## src/rtl/mem_access_unit.sv

```systemverilog
// mem_access_unit
// Load/store unit between the CPU datapath and a word-addressed memory.
// Accepts one byte-addressed load or store per request, converts it into
// word-indexed memRead/memWrite cycles, and returns sign- or zero-extended
// load data. Sub-word stores are done as read-modify-write. Misaligned,
// illegal-size and out-of-range requests are answered with resp_err=1 and
// never touch memory.
//
// Ports:
//   clk, reset          clock, synchronous active-high reset
//   req_valid/req_ready request handshake
//   req_write           1 = store, 0 = load
//   req_size            00 byte, 01 half, 10 word, 11 illegal
//   req_signed          loads only: sign-extend sub-word results
//   req_addr            byte address
//   req_wdata           store data, right-aligned
//   resp_valid          one-cycle completion pulse
//   resp_err            request rejected (valid with resp_valid)
//   resp_rdata          last load result, held until the next load completes
//   adress              word index to memory
//   data                write word to memory
//   memRead, memWrite   memory strobes (never both high)
//   memOut              memory read data, valid the cycle after memRead
//   dbg_state           current FSM state (IDLE=0 READ=1 MERGE=2 WRITE=3 DONE=4)
//
// Handshake: a request transfers on a rising edge where req_valid and
// req_ready are both high. req_ready is high only in IDLE, so a transfer is
// followed by a busy window that ends with the single resp_valid cycle;
// req_* inputs are ignored while req_ready is low.

module mem_access_unit #(
  parameter int MEM_WORDS = 200
) (
  input  logic        clk,
  input  logic        reset,
  input  logic        req_valid,
  output logic        req_ready,
  input  logic        req_write,
  input  logic [1:0]  req_size,
  input  logic        req_signed,
  input  logic [31:0] req_addr,
  input  logic [31:0] req_wdata,
  output logic        resp_valid,
  output logic        resp_err,
  output logic [31:0] resp_rdata,
  output logic [31:0] adress,
  output logic [31:0] data,
  output logic        memRead,
  output logic        memWrite,
  input  logic [31:0] memOut,
  output logic [2:0]  dbg_state
);

  typedef enum logic [2:0] {
    S_IDLE  = 3'd0,
    S_READ  = 3'd1,
    S_MERGE = 3'd2,
    S_WRITE = 3'd3,
    S_DONE  = 3'd4
  } state_t;

  localparam logic [31:0] MEM_LIMIT = 32'(MEM_WORDS);

  state_t      state_q, state_d;

  // Latched request fields
  logic        write_q;
  logic [1:0]  size_q;
  logic        signed_q;
  logic [1:0]  lane_q;
  logic [15:0] wdata_q;
  logic        err_q;

  logic [31:0] rdata_q;
  logic [31:0] adress_q;
  logic [31:0] data_q;

  logic        req_bad;
  logic [31:0] req_index;
  logic        accept;

  logic [7:0]  lane_b;
  logic [15:0] lane_h;
  logic [31:0] load_val;
  logic [31:0] merge_val;

  assign req_index = {2'b00, req_addr[31:2]};
  assign accept    = (state_q == S_IDLE) && req_valid;

  // Rejection checks on the incoming request.
  always_comb begin
    req_bad = 1'b0;
    if (req_size == 2'b11)                             req_bad = 1'b1;
    if (req_size == 2'b01 && req_addr[0])              req_bad = 1'b1;
    if (req_size == 2'b10 && req_addr[1:0] != 2'b00)   req_bad = 1'b1;
    if (req_index >= MEM_LIMIT)                        req_bad = 1'b1;
  end

  // Next-state logic.
  always_comb begin
    state_d = state_q;
    case (state_q)
      S_IDLE: begin
        if (req_valid) begin
          if (req_bad)
            state_d = S_DONE;
          else if (req_write && req_size == 2'b10)
            state_d = S_WRITE;
          else
            state_d = S_READ;
        end
      end
      S_READ:  state_d = S_MERGE;
      S_MERGE: state_d = write_q ? S_WRITE : S_DONE;
      S_WRITE: state_d = S_DONE;
      S_DONE:  state_d = S_IDLE;
      default: state_d = S_IDLE;
    endcase
  end

  // Little-endian lane selection from the returned memory word.
  always_comb begin
    lane_b = memOut[7:0];
    case (lane_q)
      2'd0: lane_b = memOut[7:0];
      2'd1: lane_b = memOut[15:8];
      2'd2: lane_b = memOut[23:16];
      2'd3: lane_b = memOut[31:24];
      default: lane_b = memOut[7:0];
    endcase
    lane_h = lane_q[1] ? memOut[31:16] : memOut[15:0];
  end

  // Load result with extension; req_signed only matters for sub-word sizes.
  always_comb begin
    load_val = memOut;
    case (size_q)
      2'b00:   load_val = {{24{signed_q & lane_b[7]}}, lane_b};
      2'b01:   load_val = {{16{signed_q & lane_h[15]}}, lane_h};
      default: load_val = memOut;
    endcase
  end

  // Sub-word store: splice the new bits into the word just read.
  always_comb begin
    merge_val = memOut;
    if (size_q == 2'b00) begin
      case (lane_q)
        2'd0: merge_val[7:0]   = wdata_q[7:0];
        2'd1: merge_val[15:8]  = wdata_q[7:0];
        2'd2: merge_val[23:16] = wdata_q[7:0];
        2'd3: merge_val[31:24] = wdata_q[7:0];
        default: merge_val = memOut;
      endcase
    end else if (size_q == 2'b01) begin
      if (lane_q[1])
        merge_val[31:16] = wdata_q;
      else
        merge_val[15:0]  = wdata_q;
    end
  end

  always_ff @(posedge clk) begin
    if (reset) begin
      state_q  <= S_IDLE;
      write_q  <= 1'b0;
      size_q   <= 2'b00;
      signed_q <= 1'b0;
      lane_q   <= 2'b00;
      wdata_q  <= 16'h0;
      err_q    <= 1'b0;
      rdata_q  <= 32'h0;
      adress_q <= 32'h0;
      data_q   <= 32'h0;
    end else begin
      state_q <= state_d;
      if (accept) begin
        write_q  <= req_write;
        size_q   <= req_size;
        signed_q <= req_signed;
        lane_q   <= req_addr[1:0];
        wdata_q  <= req_wdata[15:0];
        err_q    <= req_bad;
        // adress only moves for requests that will strobe memory, so it
        // holds its previous value across rejected requests.
        if (!req_bad) begin
          adress_q <= req_index;
          if (req_write && req_size == 2'b10)
            data_q <= req_wdata;
        end
      end
      if (state_q == S_MERGE) begin
        if (write_q)
          data_q  <= merge_val;
        else
          rdata_q <= load_val;
      end
    end
  end

  assign req_ready  = (state_q == S_IDLE);
  assign resp_valid = (state_q == S_DONE);
  assign resp_err   = (state_q == S_DONE) && err_q;
  assign resp_rdata = rdata_q;
  assign adress     = adress_q;
  assign data       = data_q;
  assign memRead    = (state_q == S_READ);
  assign memWrite   = (state_q == S_WRITE);
  assign dbg_state  = state_q;

endmodule

```

## config.mk

```make
export PLATFORM = sky130hd
export DESIGN_NAME = mem_access_unit
export DESIGN_NICKNAME = d
export VERILOG_FILES = /design/src/rtl/mem_access_unit.sv
export SDC_FILE = /design/constraint.sdc
export NUM_CORES = 1
export LEC_CHECK = 0
export BUFFER_PORTS_ARGS = -buffer_cell sky130_fd_sc_hd__buf_2
export CELL_PAD_IN_SITES_DETAIL_PLACEMENT = 0
export CELL_PAD_IN_SITES_GLOBAL_PLACEMENT = 1
export CORE_UTILIZATION = 39
export CTS_BUF_LIST = sky130_fd_sc_hd__clkbuf_2 sky130_fd_sc_hd__clkbuf_4 sky130_fd_sc_hd__clkbuf_8
export CTS_CLUSTER_SIZE = 40
export DETAILED_ROUTE_END_ITERATION = 10
export PLACE_DENSITY_LB_ADDON = 0.05
export SYNTH_ARGS = -nofsm -noshare
export SYNTH_HDL_FRONTEND = slang
export SYNTH_SLANG_ARGS = --single-unit
```

## constraint.sdc

```tcl
create_clock -name clk -period 3.6 [get_ports clk]
set_input_delay 0.18 -clock clk [delete_from_list [all_inputs] [get_ports clk]]
set_output_delay 0.18 -clock clk [all_outputs]
set_load 0.02 [all_outputs]
```

Word level (Yosys, flattened, before mapping)
Cells that the tools add are included.
{ "word_totals": {"reg_bits": 120, "in_bits": 103, "output_inout_bits": 104, "word_cells": 63} }
{ "op_classes": {"magnitude_cmp": 1, "n_eq_ne": 12, "muxes": 25, "bitwise": 4, "n_reduce_logical": 11} }
{ "ops": {"columns": ["operator", "count"], "rows": [
  ["$mux W32", 7],
  ["$pmux W32 S2", 1],
  ["$mux W16", 3],
  ["$mux W8", 4],
  ["$pmux W8 S4", 1],
  ["$ge A30 B8 Y1 const B", 1],
  ["$pmux W3 S4", 1],
  ["$mux W3", 3],
  ["$eq A2 B2 Y1 const B", 4],
  ["$eq A2 B1 Y1 const B", 3],
  ["$eq A3 B2 Y1 const B", 2],
  ["$logic_and A1 B1 Y1", 5],
  ["$logic_not A2 Y1", 2],
  ["$mux W1", 4],
  ["$reduce_and A2 Y1", 2],
  ["$eq A3 B1 Y1 const B", 1],
  ["$eq A3 B3 Y1 const B", 1],
  ["$logic_not A3 Y1", 1],
  ["$and A1 B1 Y1", 2],
  ["$mux W2", 1],
  ["$ne A2 B2 Y1 const B", 1],
  ["$not A1 Y1", 2],
  ["$reduce_bool A2 Y1", 1]
]} }

Depth between registers and ports, before layout
{ "logic_depth": {"word_depth": 9, "ltp_mapped": 8, "mapped_depth_nobuf": 5} }

Worst setup path before layout
OpenSTA, ideal clock, no wires.
{ "synth_path": {"path_kind": "register -> register", "from": "reg state_q[2], in the netlist dbg_state[2]", "to": "reg adress_q[10], in the netlist adress[10]", "setup_time_ns": 0.115, "t_arrival_ns": 1.874, "required_ns": 3.485, "setup_slack_ns": 1.611, "path_stages_with_launch": 8, "path_buffers": 3, "synth_period_minus_slack_ns": 1.989, "cell_sequence": "dfxtp_1 > or4b_1 > buf_2 > nor4_2 > buf_4 > nor2_4 > buf_6 > and2_1"} }
{ "synth_between": {"elab_chain_len": 3} }
{ "synth_rtl": {"columns": ["element", "line", "text"], "rows": [
  ["start: declaration", "64", "state_t state_q, state_d;"],
  ["start signal: assignment", "176", "state_q <= state_d;"],
  ["$logic_not A3 Y1", "88", "assign accept = (state_q == S_IDLE) && req_valid;"],
  ["$logic_and A1 B1 Y1", "88", null],
  ["$reduce_and A2 Y1 (no source line)", null, null],
  ["end signal: assignment", "187", "adress_q <= req_index;"],
  ["end: declaration", "75", "logic [31:0] adress_q;"]
]} }
No other way between the ends.
A chain may end at the register's enable or synchronous reset.

Final worst setup path
{ "layout_path": {"from": "reg state_q[2], in the netlist dbg_state[2]", "to": "reg data_q[8], in the netlist data[8]"} }
{ "layout_between": {"elab_chain_len": 5, "word_cells_on_any_way": 6, "classes_between": "1 x eq/ne; 3 x mux; 2 x reduce/logical"} }
{ "layout_rtl": {"columns": ["element", "line", "text"], "rows": [
  ["$logic_not A3 Y1", "88", null],
  ["$logic_and A1 B1 Y1", "88", null],
  ["$mux W32", "177", "if (accept) begin"],
  ["$mux W32", "193", "if (write_q)"],
  ["$mux W32 (*)", "192", "if (state_q == S_MERGE) begin"],
  ["end signal: assignment", "189", "data_q <= req_wdata;"],
  ["end signal: assignment", "194", "data_q <= merge_val;"],
  ["end: declaration", "76", "logic [31:0] data_q;"]
]} }
Mark *: on every way between the ends. The rest lies on a longest branch, timed or not.

==> results_dict.tcl <==
set metrics [dict create \
    drtIter0Drc 514 \
    gp_congestion 0.858 \
    path_cells "or4b_1 > buf_4 > nor2_1 > and4_1 > buf_4 > nor3_1 > nor4_1" \
    synth_common_cells "nand2_1, dfxtp_1, nor2_1" \
    run_status "finished clean" \
    yosysMostFrequentCell "nand2_1" \
    stdcell_count 1091 \
    cp_slowest_cell "and4_1" \
    nets 1001 \
    cts_tree "done" \
    die_y_um 122 \
    postSynthCellCount 685 \
    dp_cells 1026 \
    tightest_slew_ns 1.13 \
    synth_top_area_share_pct 43.0 \
    r2r-start "dbg_state[2]" \
    crit-reg2reg-capture "data[8]" \
    drive_gt1_share_pct 31.8 \
    viasPerCell 5.39 \
    htree_levels 4 \
    cp_common_cell "buf_4" \
    grt_pass1_vias 5580 \
    fin_skew_ns 0.00933 \
    hold_viol 0 \
    cp_num_buf_inv 2 \
    grt_pass1_wl_mm 28.9 \
    min_path_cells 3 \
    antenna_cells 0 \
    start_kind "flip-flop" \
    synth_flop_cell "dfxtp_1" \
    crit_family "simple AND/OR/NAND/NOR gates" \
    multi_input_area_mm2 0.00291 \
    r2r_setup_slack_ns 0.86 \
    post_synth_instance_area_mm2 0.00558 \
    synth.area.top_cells "dfxtp_1, nand2_1, nor2_1" \
    leakagePower_nw 3.12 \
    endpoint_kind "flip-flop" \
    cts_inserted_buffers 17 \
    slew_viol_final 0 \
    synth_cell_types 49 \
    synthToLayoutAreaGrowth_pct 32.5 \
    drv_cap 0 \
    clock-root-buffer "clkbuf_8" \
    gr-total-overflow 0 \
    post_cts_resized 0 \
    start_util_pct 40.1 \
    clock.fmax_ghz 0.365 \
    drc 0 \
    avgRoutedWirePerCell_um 17.0 \
    seq_area_frac_synth_pct 43.0 \
    io_pins 207 \
    fp-row-count 43 \
    synth_edf_count 0 \
    min_period_over_period_pct 76.2 \
    clk_pin_slew_ns 0.07 \
    power_density_mw_per_mm2 392 \
    via_count 5883 \
    tns_ns 0 \
    finalWirelength_mm 18.6 \
    core_area_mm2 0.0139 \
    ys_async_sr_fraction_pct 0 \
    cp.required_ns 3.95 \
    critPathMaxFanout 24 \
    synth_area_per_cell_um2 8.15 \
    clk_path_buf_depth 2 \
    grt_max_degree 99 \
    die_x_um 122 \
    slowest_delay_ns 0.76 \
    drtPass1Iterations 5 \
    crit_arrival_ns 3.09 \
    worstSetupPathType "flip-flop to flip-flop" \
    antenna_found_initial 0 \
    die_area_mm2 0.0148 \
    final-seq-area_mm2 0.00240 \
    min_period_ns 2.74 \
    min_to "adress[7]" \
    yosysTopAreaCell "dfxtp_1" \
    grt.total_usage_pct 25.5 \
    cts.sinks 120 \
    slew_headroom_pct 24.5 \
    synth_seq_cells 120 \
    fill_cells 1395 \
    hp-start "req_addr[9]" \
    min_path_type "input pin to flip-flop" \
    ant_nets 0 \
    vdd_ir_drop_max_uv 244 \
    yosys_warnings 0 \
    rsz0062_at_grt "false" \
    setup_viol 0 \
    dpl.hpwl_mm 13.4 \
    port_buffers 204 \
    r2r_cells 7 \
    clk_latency_ns 0.44 \
]
## sequential cells by signal (all words and copies together), names as in the netlist
register,flops
wdata_q,16
data,32
write_q,1
adress,30
size_q,2
lane_q,2
dbg_state,3
resp_rdata,32
signed_q,1
err_q,1
## worst max path at each step
| stage | slack [ns] | from | cells after the start | to |
|---|---|---|---|---|
| floorplan | 1.61 | dbg_state[2] | 7 | adress[10] |
| global placement | 0.90 | dbg_state[2] | 7 | data[8] |
| detailed placement | 0.82 | dbg_state[2] | 7 | data[8] |
| CTS | 0.81 | dbg_state[2] | 7 | data[8] |
| global route | 0.60 | dbg_state[2] | 7 | data[8] |
| finish | 0.86 | dbg_state[2] | 7 | data[8] |
## stage by stage
stage | cell area, um^2 | hold WS, ns | total power, mW | setup WS, ns | util (%)
after global routing | 7400 | 0.00550 | 3.04 | 0.604 | 53.1
after global placement | 6670 | 0.417 | 1.69 | 0.899 | 47.9
after detailed placement | 6670 | 0.430 | 1.69 | 0.822 | 47.9
after floorplan | 5590 | 0.316 | 1.56 | 1.61 | -
after CTS | 7400 | 0.000358 | 2.91 | 0.810 | 53.1
final | 7400 | 0.0252 | 2.90 | 0.857 | 53.1
## cell usage in the layout, fill, tap and decap left out, types with 3 or more instances in the layout
cell	synthesis	routed
nor3_1	28	28
inv_1	3	3
clkbuf_8	0	19
o21ai_0	24	24
nand2_1	146	146
and2_1	25	25
a31o_2	15	15
nor4_1	5	5
nand2b_1	6	6
a21oi_1	31	31
mux2_2	5	5
a31oi_1	15	15
a221oi_1	27	27
dfxtp_1	120	120
nor4_2	16	16
a32oi_1	5	5
buf_2	4	203
dlygate4sd3_1	0	33
mux2i_1	15	15
clkinv_4	0	3
nor2b_1	3	3
nand3_1	15	15
a211oi_1	20	20
nand3b_1	7	7
clkinv_2	0	5
nor2_1	67	67
buf_4	5	14
## metal layers
metal / GRT usage [%] / vias up / wire [um] / share of wire (%)
met5: 0 / - / 0 / 0
met1: 35.0 / 2756 / 8570 / 46
met3: 6.37 / 16 / 1280 / 6.9
met4: 7.10 / 0 / 208 / 1.1
met2: 39.4 / 244 / 8500 / 46
li1: - / 2867 / - / -
## report_power, final
| group | leakage [nW] | internal [mW] | switching (mW) |
|---|---|---|---|
| Sequential | 0.970 | 1.35 | 0.0322 |
| Combinational | 1.95 | 0.128 | 0.187 |
| Clock | 0.202 | 0.655 | 0.550 |
## cell type report
cell class	count	area share [%]
multi-input cells	506	39.4
flip-flops and latches	120	32.5
repair buffers	250	19.6
clock buffers	20	3.64
well taps	180	3.04
clock inverters	12	1.71
inverters	3	0.152
## worst reg2reg max path: cells and delay by family, from the launching register on
family	cells	cell delay (ns)
buf+inv	2	0.55
flops	1	0.39
simple gates	5	1.71
## kinds of logic (layout without fill, tap and decap cells)
family                 after synthesis  count (layout)  share of synthesized area [%]
buffers and inverters               60             285                           5.00
AO/OA/AOI/OAI                      149             149                           18.4
multiplexers                        21              21                           4.10
flip-flops                         120             120                           43.0
AND/OR/NAND/NOR                    334             334                           29.4
other                                1               2                         0.0672
## timing repair
action	in CTS	in global routing
setup buffers	0	0
hold buffers	33	0
endpoints found under the hold margin	39	0
endpoints found under the setup margin	0	0
Power figures use the tool's default switching activity.
